<file path="src/rtl/conv_sched_ctrl.sv">
// Sequencer for a K x K systolic convolution: weight load, then per output row clear/feed/drain/write.
// Latency: K*K + OUT_H*(IMG_W+2K+OUT_W) + 1 cycles per run with no stalls; outputs decode registered state.
// Backpressure: y_ready low in WRITE holds j, address and state one cycle per low cycle. CONV_CTRL_PERF_EN adds perf counters.
module conv_sched_ctrl #(
    parameter  int ARR_N  = 3,
    parameter  int IMG_H  = 8,
    parameter  int IMG_W  = 8,
    parameter  int ADDR_W = 8,
    localparam int OUT_H  = IMG_H - ARR_N + 1,
    localparam int OUT_W  = IMG_W - ARR_N + 1,
    localparam int CW     = $clog2(OUT_W)
) (
    input  logic              clk,
    input  logic              rst,
    input  logic              start,
    input  logic              y_ready,
    output logic              busy,
    output logic              done,
    output logic [6:0]        state,
    output logic [6:0]        next_state,
    output logic              w_rd_en,
    output logic [ADDR_W-1:0] w_rd_addr,
    output logic              arr_w_load,
    output logic              arr_clr,
    output logic              x_rd_en,
    output logic [ADDR_W-1:0] x_rd_addr,
    output logic              arr_en,
    output logic              arr_x_valid,
    output logic [CW-1:0]     arr_out_sel,
    output logic              y_wr_en,
`ifdef CONV_CTRL_PERF_EN
    output logic [31:0]       perf_cycles,
    output logic [31:0]       perf_stalls,
`endif
    output logic [ADDR_W-1:0] y_wr_addr
);

    typedef enum logic [6:0] {
        IDLE   = 7'b0000001,
        LOAD_W = 7'b0000010,
        CLEAR  = 7'b0000100,
        FEED   = 7'b0001000,
        DRAIN  = 7'b0010000,
        WRITE  = 7'b0100000,
        DONE   = 7'b1000000
    } state_t;

    // Terminal counts for the shared phase counter, and row geometry, in address width.
    localparam logic [ADDR_W-1:0] W_LAST  = ADDR_W'(ARR_N * ARR_N - 1);
    localparam logic [ADDR_W-1:0] F_LAST  = ADDR_W'(IMG_W - 1);
    localparam logic [ADDR_W-1:0] D_LAST  = ADDR_W'(2 * ARR_N - 2);
    localparam logic [ADDR_W-1:0] J_LAST  = ADDR_W'(OUT_W - 1);
    localparam logic [ADDR_W-1:0] R_LAST  = ADDR_W'(OUT_H - 1);
    localparam logic [ADDR_W-1:0] IMG_W_A = ADDR_W'(IMG_W);
    localparam logic [ADDR_W-1:0] OUT_W_A = ADDR_W'(OUT_W);

    state_t            state_q;
    state_t            state_d;
    logic [ADDR_W-1:0] cnt;       // weight index, column c, drain count or output column j
    logic [ADDR_W-1:0] row;       // output row r
    logic              cnt_last;
    logic              cnt_step;

    // Phase counter terminal detect and advance enable for the current state.
    always_comb begin
        cnt_last = 1'b0;
        cnt_step = 1'b0;
        case (state_q)
            LOAD_W: begin cnt_last = (cnt == W_LAST); cnt_step = 1'b1;    end
            FEED:   begin cnt_last = (cnt == F_LAST); cnt_step = 1'b1;    end
            DRAIN:  begin cnt_last = (cnt == D_LAST); cnt_step = 1'b1;    end
            WRITE:  begin cnt_last = (cnt == J_LAST); cnt_step = y_ready; end
            default: ;
        endcase
    end

    // Next-state selection; start is only looked at in IDLE.
    always_comb begin
        state_d = state_q;
        case (state_q)
            IDLE:    if (start)    state_d = LOAD_W;
            LOAD_W:  if (cnt_last) state_d = CLEAR;
            CLEAR:                 state_d = FEED;
            FEED:    if (cnt_last) state_d = DRAIN;
            DRAIN:   if (cnt_last) state_d = WRITE;
            WRITE:   if (y_ready && cnt_last) state_d = (row == R_LAST) ? DONE : CLEAR;
            DONE:                  state_d = IDLE;
            default:               state_d = IDLE;
        endcase
    end

    // State register, phase/row counters and the one-cycle strobe delays.
    always_ff @(posedge clk) begin
        if (rst) begin
            state_q     <= IDLE;
            cnt         <= '0;
            row         <= '0;
            arr_w_load  <= 1'b0;
            arr_x_valid <= 1'b0;
        end else begin
            state_q     <= state_d;
            arr_w_load  <= w_rd_en;
            arr_x_valid <= x_rd_en;
            if (state_d != state_q)
                cnt <= '0;
            else if (cnt_step)
                cnt <= cnt + ADDR_W'(1);
            if (state_q == IDLE || state_q == DONE)
                row <= '0;
            else if (state_q == WRITE && state_d == CLEAR)
                row <= row + ADDR_W'(1);
        end
    end

    assign state       = state_q;
    assign next_state  = state_d;
    assign busy        = (state_q != IDLE);
    assign done        = (state_q == DONE);
    assign w_rd_en     = (state_q == LOAD_W);
    assign w_rd_addr   = cnt;
    assign arr_clr     = (state_q == CLEAR);
    assign x_rd_en     = (state_q == FEED);
    assign x_rd_addr   = row * IMG_W_A + cnt;
    assign arr_en      = (state_q == FEED) || (state_q == DRAIN);
    assign arr_out_sel = cnt[CW-1:0];
    assign y_wr_en     = (state_q == WRITE) && y_ready;
    assign y_wr_addr   = row * OUT_W_A + cnt;

`ifdef CONV_CTRL_PERF_EN
    // Busy-cycle and write-stall counters: cleared on launch, held while idle, saturating.
    always_ff @(posedge clk) begin
        if (rst) begin
            perf_cycles <= '0;
            perf_stalls <= '0;
        end else if (state_q == IDLE) begin
            if (start) begin
                perf_cycles <= '0;
                perf_stalls <= '0;
            end
        end else begin
            if (perf_cycles != '1)
                perf_cycles <= perf_cycles + 32'd1;
            if (state_q == WRITE && !y_ready && perf_stalls != '1)
                perf_stalls <= perf_stalls + 32'd1;
        end
    end
`endif

endmodule

</file>
<file path="config.mk">
export PLATFORM = sky130hd
export DESIGN_NAME = conv_sched_ctrl
export DESIGN_NICKNAME = d
export VERILOG_FILES = /design/src/rtl/conv_sched_ctrl.sv
export SDC_FILE = /design/constraint.sdc
export NUM_CORES = 1
export LEC_CHECK = 0
export CAP_MARGIN = 40
export CORE_MARGIN = 8
export CORE_UTILIZATION = 53
export CTS_CLUSTER_DIAMETER = 50
export DETAILED_ROUTE_END_ITERATION = 10
export PLACE_DENSITY = 0.86
export SLEW_MARGIN = 20
export SYNTH_ARGS = -nofsm -noshare
export SYNTH_HDL_FRONTEND = slang
export SYNTH_SLANG_ARGS = --single-unit
</file>
<file path="constraint.sdc">
create_clock -name clk -period 7.8 [get_ports clk]
set_input_delay 1.17 -clock clk [delete_from_list [all_inputs] [get_ports clk]]
set_output_delay 1.17 -clock clk [all_outputs]
set_load 0.1 [all_outputs]
</file>
; ---- Word level (Yosys, flattened, before mapping)
; Index checks and enable logic that the tools add are counted.
; W data, S select, Z words.
[totals]
reg_bits = 25
wordCells = 42
output_inout_bits = 50
in_bits = 4
[classes]
add_sub_neg = 4
eq_ne = 15
muxes = 9
multipliers = 1
n_reduce_logical = 8
[ops]
columns = cell, count
row1 = $mux W7, 6
row2 = $pmux W7 S6, 1
row3 = $eq A8 B3 Y1 const B, 4
row4 = $add A8 B1 Y8 const B, 2
row5 = $add A8 B8 Y8, 2
row6 = $eq A7 B3 Y1 const B, 2
row7 = $eq A8 B4 Y1 const B, 1
row8 = $mul A8 B2 Y7 const B, 1
row9 = $eq A7 B1 Y1 const B, 1
row10 = $eq A7 B2 Y1 const B, 1
row11 = $eq A7 B4 Y1 const B, 1
row12 = $eq A7 B5 Y1 const B, 1
row13 = $eq A7 B6 Y1 const B, 1
row14 = $eq A7 B7 Y1 const B, 1
row15 = $ne A7 B1 Y1 const B, 1
row16 = $ne A7 B7 Y1, 1
row17 = $pmux W1 S4, 1
row18 = $reduce_or A2 Y1, 2
row19 = $logic_and A1 B1 Y1, 3
row20 = $reduce_or A3 Y1, 1
row21 = $logic_or A1 B1 Y1, 2
row22 = $pmux W1 S2, 1

; ---- Depth between registers and ports, before layout
; Gate-level depths: netlist of run 1.
[depth]
ltp_word = 7
mapped_depth = 11
depth_no_buf = 11

; ---- Least setup slack after synthesis of run 1
; Ideal clock, no wire load.
[synth_path]
path_type = register to output
start = reg state_q[3], in the netlist state[3]
end = out next_state[2]
stages_incl_launch_ff = 9
t_required_ns = 6.630
arrival_ns = 5.615
path_slack_ns = 1.015
path_buffers = 2
cell_sequence = dfxtp_1 -> buf_2 -> buf_1 -> nor2_1 -> nand2_1 -> or3_1 -> nor3b_1 -> nor2_1 -> nor2_1
[synth_via]
elab_chain_len = 5
word_cells_on_any_way = 13
classes_between = eq/ne (6) / mux (6) / reduce/logical (1)
[synth_rtl]
columns = item, line
row1 = from (decl), 57  ; state_t state_q;
row2 = from (signal assigned), 101  ; state_q <= state_d;
row3 = $eq A7 B2 Y1 (*), -
row4 = via w_rd_en, 21  ; output logic w_rd_en,
row5 = $pmux W1 S4, 68  ; case (state_q)
row6 = $logic_and A1 B1 Y1, 86  ; WRITE: if (y_ready && cnt_last) state_d = (row == R_LAST) ? DONE : CLEAR;
row7 = $mux W7, 86
row8 = $pmux W7 S6 (*), 80  ; case (state_q)
row9 = to (decl), 20  ; output logic [6:0] next_state,
; The timed path passes the listed nets; every way through them passes the cells marked *.

; ---- Worst setup path in the final report of run 1
[layout_path]
start = in y_ready
end = out next_state[2]
[layout_via]
elab_chain_len = 3
[layout_rtl]
columns = item, line
row1 = from (decl), 16  ; input logic y_ready,
row2 = $logic_and A1 B1 Y1, 86
row3 = $mux W7, 86
row4 = $pmux W7 S6, 80
; No other way between the ends.

==> summary.md, run 1 <==
| Metric | Value |
|---|---|
| TritonCTS clock tree | built |
| CP Capture Type | primary output |
| Cell type with the largest total area after synthesis | dfxtp_1 |
| Inst Count DP | 390 |
| GRT Resource Usage Total | 0.2322 |
| Reg2reg start | state[1]$_SDFF_PP0_ |
| Worst-Skew Late Latency | 0.27 ns |
| Hold_buf cts | 0 |
| TritonCTS Buffers | 3 |
| Final nets | 372 |
| Clock Pin Slew Worst Setup and Hold Paths | 0.08 ns |
| Hold path depth | 2 |
| Clock Sinks | 25 |
| Final WL | 7323 um |
| Post-DRT Antenna Nets | 0 |
| Pin count of the biggest net entering global routing | 19 |
| Crit start category | input port |
| Vias in the first global route | 2395 |
| Number of flops mapped to enable cells by yosys | 0 |
| Cells on worst reg2reg path | 6 |
| Tmin final | 4.847 ns |
| Die area | roughly 0.0062 mm2 |
| Synth area leaders | dfxtp_1, ha_1, xnor2_1 |
| RSZ-0062 raised after global routing | no |
| Worst r2r dst | w_rd_addr[0]$_SDFFE_PP0P_ |
| Count of final max-slew check failures | 0 |
| Top FF cell, synth | dfxtp_1 |
| Die Y-Extent | ~80 um |
| Post-CTS Setup Repair Bufs | 0 |
| Cell variety after synth | 52 |
| Post-synth net total | 280 |
| Maximum clock insertion buffer count | 2 |
| Final setup TNS | 0 ns |
| Hold_sp | row[6]$_SDFFE_PP0P_ |
| Top cells by count, synth | dfxtp_1, nor2_1, ha_1 |
| Top-Level Pins | 54 |
| CTS resizes | 0 |
| Post-Syn Area | 0.002106 mm2 |
| CTS root buf | clkbuf_8 |
| First-pass GRT wire length | roughly 12000 um |
| Total gr overflow | 0 |
| Setup WS post-layout | approximately 3 ns |
| Rows | 23 |
| P_leak | 1.486 nW |
| Pwr dens | 76.95 mW/mm2 |
| First-pass detailed-route iteration total | 5 |
| FILL cells | 199 |
| Critical Path RT | approximately 6.6 ns |
| Reg2Reg Setup Slack | 5.05 ns |
| Hold EP | row[6]$_SDFFE_PP0P_ |
| Core Util, Final | 0.8667 |
| Initial antenna violation count | 0 |
| Count leader, synth | dfxtp_1 |
| Clock Skew | 0.005534 ns |
| Share of synthesized registers carrying an async set or reset | 0 |
| H-Tree Depth | 1 |
| Flop and latch count out of synthesis | 25 |
| Slew @ Worst Pin | 0.8204 ns |
| Final Hold Fails | 0 |
| Register area share after synthesis | 0.2377 |
| Crit-path max FO | 5 |
| Hpwl dp | 5712 um |
| DRC viols | 0 |
| Initial core utilization | 0.5380 |
| Yosys top cell area share | 0.2377 |
| Syn. warnings | 0 |
| Area growth syn-to-layout | 61.08% |
| Max rail drop VDD | approximately 0.11 mV |
| Hold Crit Class | flip-flop to flip-flop |
| Period utilization | 0.6215 |
| Drt wl/cell | between 15 and 20 um |
| Cells after Synth | roughly 250 |
| Fraction of layout cells with a size suffix above 1 | 0.1860 |
| Fmax | 0.2063 GHz |
| CP Class | input port to primary output |
| Status | finished clean |
| Via count | 2312 |
| Worst Path Arrival | ~3.7 ns |
| Max Cap Viol | 0 |
| Syn avg cell area | 8.323 um2 |
| Diode count | 0 |
| # setup viols final | 0 |
| Slew headroom | 0.4488 |
| Setup WS pre-CTS | 3.016 ns |
| Iteration-0 DRC Markers | 239 |
| Post-DR vias/cell | 5.868 |
| Core Region | roughly 0.0039 mm2 |
| PortBufs | 53 |
| Routability cong. | 0.8753 |
| DIE WIDTH | between 70 and 80 um |
| Final cell count without fillers | about 400 |
## stage by stage
stage | power, mW | hold WS [ns] | instance area (um2)
after floorplan | 0.1658 | 0.4695 | 2106
after global placement | 0.1747 | 0.4889 | 2589
after detailed placement | 0.1856 | 0.5252 | 3347
after CTS | 0.2616 | 0.5378 | 3392
after global routing | 0.2686 | 0.5705 | 3392
final | 0.2610 | 0.5545 | 3392
## worst max path at each step
stage	start	end	cells past startpoint
after floorplan	state[3]$_SDFF_PP0_	next_state[2]	8
after global placement	y_ready	next_state[2]	7
after detailed placement	y_ready	next_state[2]	8
after CTS	row[1]$_SDFFE_PP0P_	y_wr_addr[7]	11
after global routing	row[1]$_SDFFE_PP0P_	y_wr_addr[7]	11
final	y_ready	next_state[2]	8
## area by class of cell
| type | instances | area, um2 | share of cell area |
|---|---|---|---|
| Clock buffer | 4 | 45.04 | 0.01328 |
| Sequential cell | 25 | 500.5 | 0.1475 |
| Multi-Input combinational cell | 196 | 1439 | 0.4242 |
| Inverter | 15 | 56.30 | 0.01660 |
| Tap cell | 50 | 62.56 | 0.01844 |
| Timing Repair Buffer | 104 | 1289 | 0.3799 |
## cell families after synthesis
family / after synthesis / share of synthesized area
DFF: 25 / 0.2377
AOI/OAI and AO/OA: 44 / 0.1480
buffers and inverters: 32 / 0.07903
and+or+nand+nor: 96 / 0.2496
adders and majority gates: 23 / 0.1474
muxes: 2 / 0.009507
xor gates and xnor gates: 31 / 0.1289
## worst max-delay path, cell delays in order
cell and delay [ns]:
clkdlybuf4s50_1 0.56, nor4bb_1 0.47, nand2_1 0.24, nor2b_1 0.30, nor2_1 0.10, nor2_1 0.11
clkdlybuf4s50_1 0.52, buf_8 0.20
## where the power goes
group / switching (mW) / leakage (nW) / internal [mW]
Clock: 0.0410 / 0.0228 / 0.0366
Combinational: 0.0346 / 1.26 / 0.0176
Sequential: 0.00285 / 0.202 / 0.128
## cell usage in the layout (no fill, tap or decap), drive strengths merged, types with 2 or more instances in the layout
master	netlist	layout
nand4	5	5
xnor2	16	16
clkdlybuf4s50	0	53
nand3	4	4
nand4b	2	2
nor2	23	23
or2	2	2
and3	5	5
nor2b	7	7
or3	2	2
nand2b	3	3
fa	3	3
nor3b	4	4
o21bai	3	3
inv	15	15
nor3	12	12
clkbuf	2	4
nand2	16	16
o211ai	2	2
dfxtp	25	25
a31oi	2	2
a21o	6	6
o21ai	8	8
a21oi	12	12
buf	15	51
mux2i	2	2
nor4	6	6
ha	20	20
xor2	15	15
## metal layers
| metal | track usage | share of wire | vias to the layer above | wire length, um |
|---|---|---|---|---|
| met2 | 0.4363 | 0.52 | 141 | 3820 |
| li1 | - | - | 1056 | - |
| met3 | 0.04515 | 0.062 | 41 | 452 |
| met1 | 0.2298 | 0.37 | 1074 | 2696 |
| met4 | 0.1370 | 0.048 | 0 | 354 |
| met5 | 0 | 0 | - | 0 |
## flip-flops by register name, summed over array words and instances, names as in the netlist
| name | count |
|---|---|
| arr_x_valid | 1 |
| arr_w_load | 1 |
| w_rd_addr | 8 |
| row | 8 |
| state | 7 |
Power figures use the tool's default switching activity.
==> run 2: changes to the inputs <==
--- a/config.mk
+++ b/config.mk
@@ -7,10 +7,10 @@
 export LEC_CHECK = 0
 export CAP_MARGIN = 40
 export CORE_MARGIN = 8
-export CORE_UTILIZATION = 53
+export CORE_UTILIZATION = 45
 export CTS_CLUSTER_DIAMETER = 50
 export DETAILED_ROUTE_END_ITERATION = 10
-export PLACE_DENSITY = 0.86
+export PLACE_DENSITY = 0.77
 export SLEW_MARGIN = 20
 export SYNTH_ARGS = -nofsm -noshare
 export SYNTH_HDL_FRONTEND = slang
==> constraint.sdc (replaced) <==
create_clock -name clk -period 4.2 [get_ports clk]
set_input_delay 0.63 -clock clk [delete_from_list [all_inputs] [get_ports clk]]
set_output_delay 0.63 -clock clk [all_outputs]
set_load 0.1 [all_outputs]
==> summary.md, run 2 (synthesized netlist as in run 1, its figures left out) <==
| Metric | Value |
|---|---|
| TritonCTS clock tree | built |
| Rows | 25 |
| PortBufs | 53 |
| Initial core utilization | 0.4549 |
| Die area | between 0.007 and 0.008 mm2 |
| CP max-delay cell | dfxtp_1 |
| Final nets | between 300 and 400 |
| Routability cong. | around 0.86 |
| Area growth syn-to-layout | 45.22% |
| Diode count | 0 |
| Number of buffers and inverters on the critical path | 1 |
| Clock Pin Slew Worst Setup and Hold Paths | approximately 0.090 ns |
| Crit start category | flip-flop |
| RSZ-0062 raised after global routing | no |
| Die Y-Extent | around 84 um |
| Commonest non-fill, non-tap cells in the layout | clkdlybuf4s50_1, buf_8, dfxtp_1 |
| Slowest stage delay, CP | 0.45 ns |
| Hold Crit Class | flip-flop to flip-flop |
| Core Region | 0.004629 mm2 |
| TritonCTS Buffers | 3 |
| Max rail drop VDD | 0.1197 mV |
| CTS root buf | clkbuf_8 |
| Clock Skew | 0.001365 ns |
| Pin count of the biggest net entering global routing | 19 |
| Final WL | 5427 um |
| First-pass detailed-route iteration total | 4 |
| CTS resizes | 0 |
| Worst path cell trace | ha_1 > fa_1 > ha_1 > a21o_1 > a21oi_1 > o21bai_1 > a21oi_1 > xnor2_1 > xnor2_2 > buf_12 |
| Final cell count without fillers | 375 |
| H-Tree Depth | 1 |
| Core Util, Final | 0.6605 |
| Inst Count DP | 371 |
| First-pass GRT wire length | 9377 um |
| Critical Path RT | ~3.6 ns |
| Vias in the first global route | 1970 |
| Drt wl/cell | roughly 14 um |
| Top-Level Pins | 54 |
| Hpwl dp | 4428 um |
| Multi-input logic area | 0.001490 mm2 |
| Slew @ Worst Pin | around 0.72 ns |
| Fmax | 0.2729 GHz |
| Worst-Skew Late Latency | 0.27 ns |
| Maximum clock insertion buffer count | 2 |
| Post-CTS Setup Repair Bufs | 0 |
| Worst Path Arrival | 3.03 ns |
| DIE WIDTH | approximately 84 um |
| Crit path max-delay family | adder cells |
| Register area | 500.5 um2 |
| Pwr dens | 154.4 mW/mm2 |
| Via count | 2012 |
| Crit-path max FO | 6 |
| Period utilization | 0.8726 |
| Clock Sinks | 25 |
| Post-DRT Antenna Nets | 0 |
| Fraction of layout cells with a size suffix above 1 | 0.2243 |
| Initial antenna violation count | 0 |
| Setup WS pre-CTS | 0.8363 ns |
| CP Class | flip-flop to primary output |
| DRC viols | 0 |
| GRT Resource Usage Total | 0.1555 |
| Slew headroom | 0.5161 |
| Total gr overflow | 0 |
| Iteration-0 DRC Markers | 204 |
| Count of final max-slew check failures | 0 |
| Most common cell after layout, fill and taps aside | clkdlybuf4s50_1 |
| Final setup TNS | 0 ns |
| Setup WS post-layout | 0.5351 ns |
| Max Cap Viol | 0 |
| FILL cells | around 390 |
| # setup viols final | 0 |
| Status | finished clean |
| Hold_buf cts | 0 |
| Tmin final | 3.665 ns |
| Final Hold Fails | 0 |
| P_leak | around 1.4 nW |
| CP Capture Type | primary output |
| Post-DR vias/cell | 5.365 |
## run 2: cell types whose count changed in the layout (fill, tap and decap cells not counted), sizes merged
cell / change
clkdlybuf4s50: -23
## run 2: power breakdown
part           internal, mW  switching (mW)
combinational        0.0232          0.0598
clock                0.0680          0.0780
sequential            0.238         0.00478
## run 2: cell type report
class,count,share of cell area
multi-input cells,196,0.4873
repair buffers,81,0.2938
flip-flops and latches,25,0.1637
well taps,54,0.02209
inverters,15,0.01841
clock buffers,4,0.01473
## run 2: final timing paths
| kind | end | startpoint | depth (start not counted) | slack [ns] |
|---|---|---|---|---|
| worst max register to register | w_rd_addr[2]$_SDFFE_PP0P_ | state[1]$_SDFF_PP0_ | 7 | 1.73 |
| worst max-delay path | y_wr_addr[7] | row[0]$_SDFFE_PP0P_ | 10 | 0.54 |
| worst min-delay path | row[6]$_SDFFE_PP0P_ | row[6]$_SDFFE_PP0P_ | 2 | 0.52 |
| worst min register to register | row[6]$_SDFFE_PP0P_ | row[6]$_SDFFE_PP0P_ | 2 | 0.52 |
## run 2: stage by stage
stage / cell area [um2] / hold WS [ns] / total power, mW
2_1_floorplan: 2157 / 0.4695 / 0.3093
3_3_place_gp: 2608 / 0.5024 / 0.3250
3_5_place_dp: 3013 / 0.5104 / 0.3316
4_1_cts: 3058 / 0.5248 / 0.4788
5_1_grt: 3058 / 0.5659 / 0.4924
6_report: 3058 / 0.5226 / 0.4722
## run 2: routing by layer
metal | global-route usage | vias to the layer above | wire length (um)
li1 | - | 1012 | -
met1 | 0.1749 | 945 | 2265
met2 | 0.2858 | 48 | 2833
met3 | 0.03024 | 7 | 265
met4 | 0.04693 | 0 | 62
met5 | 0 | - | 0
## run 2: tightest hold or removal path, delay by kind of cell, from the launching register on
family          cells  cell delay, ns
compound gates      2            0.14
flops               1            0.34
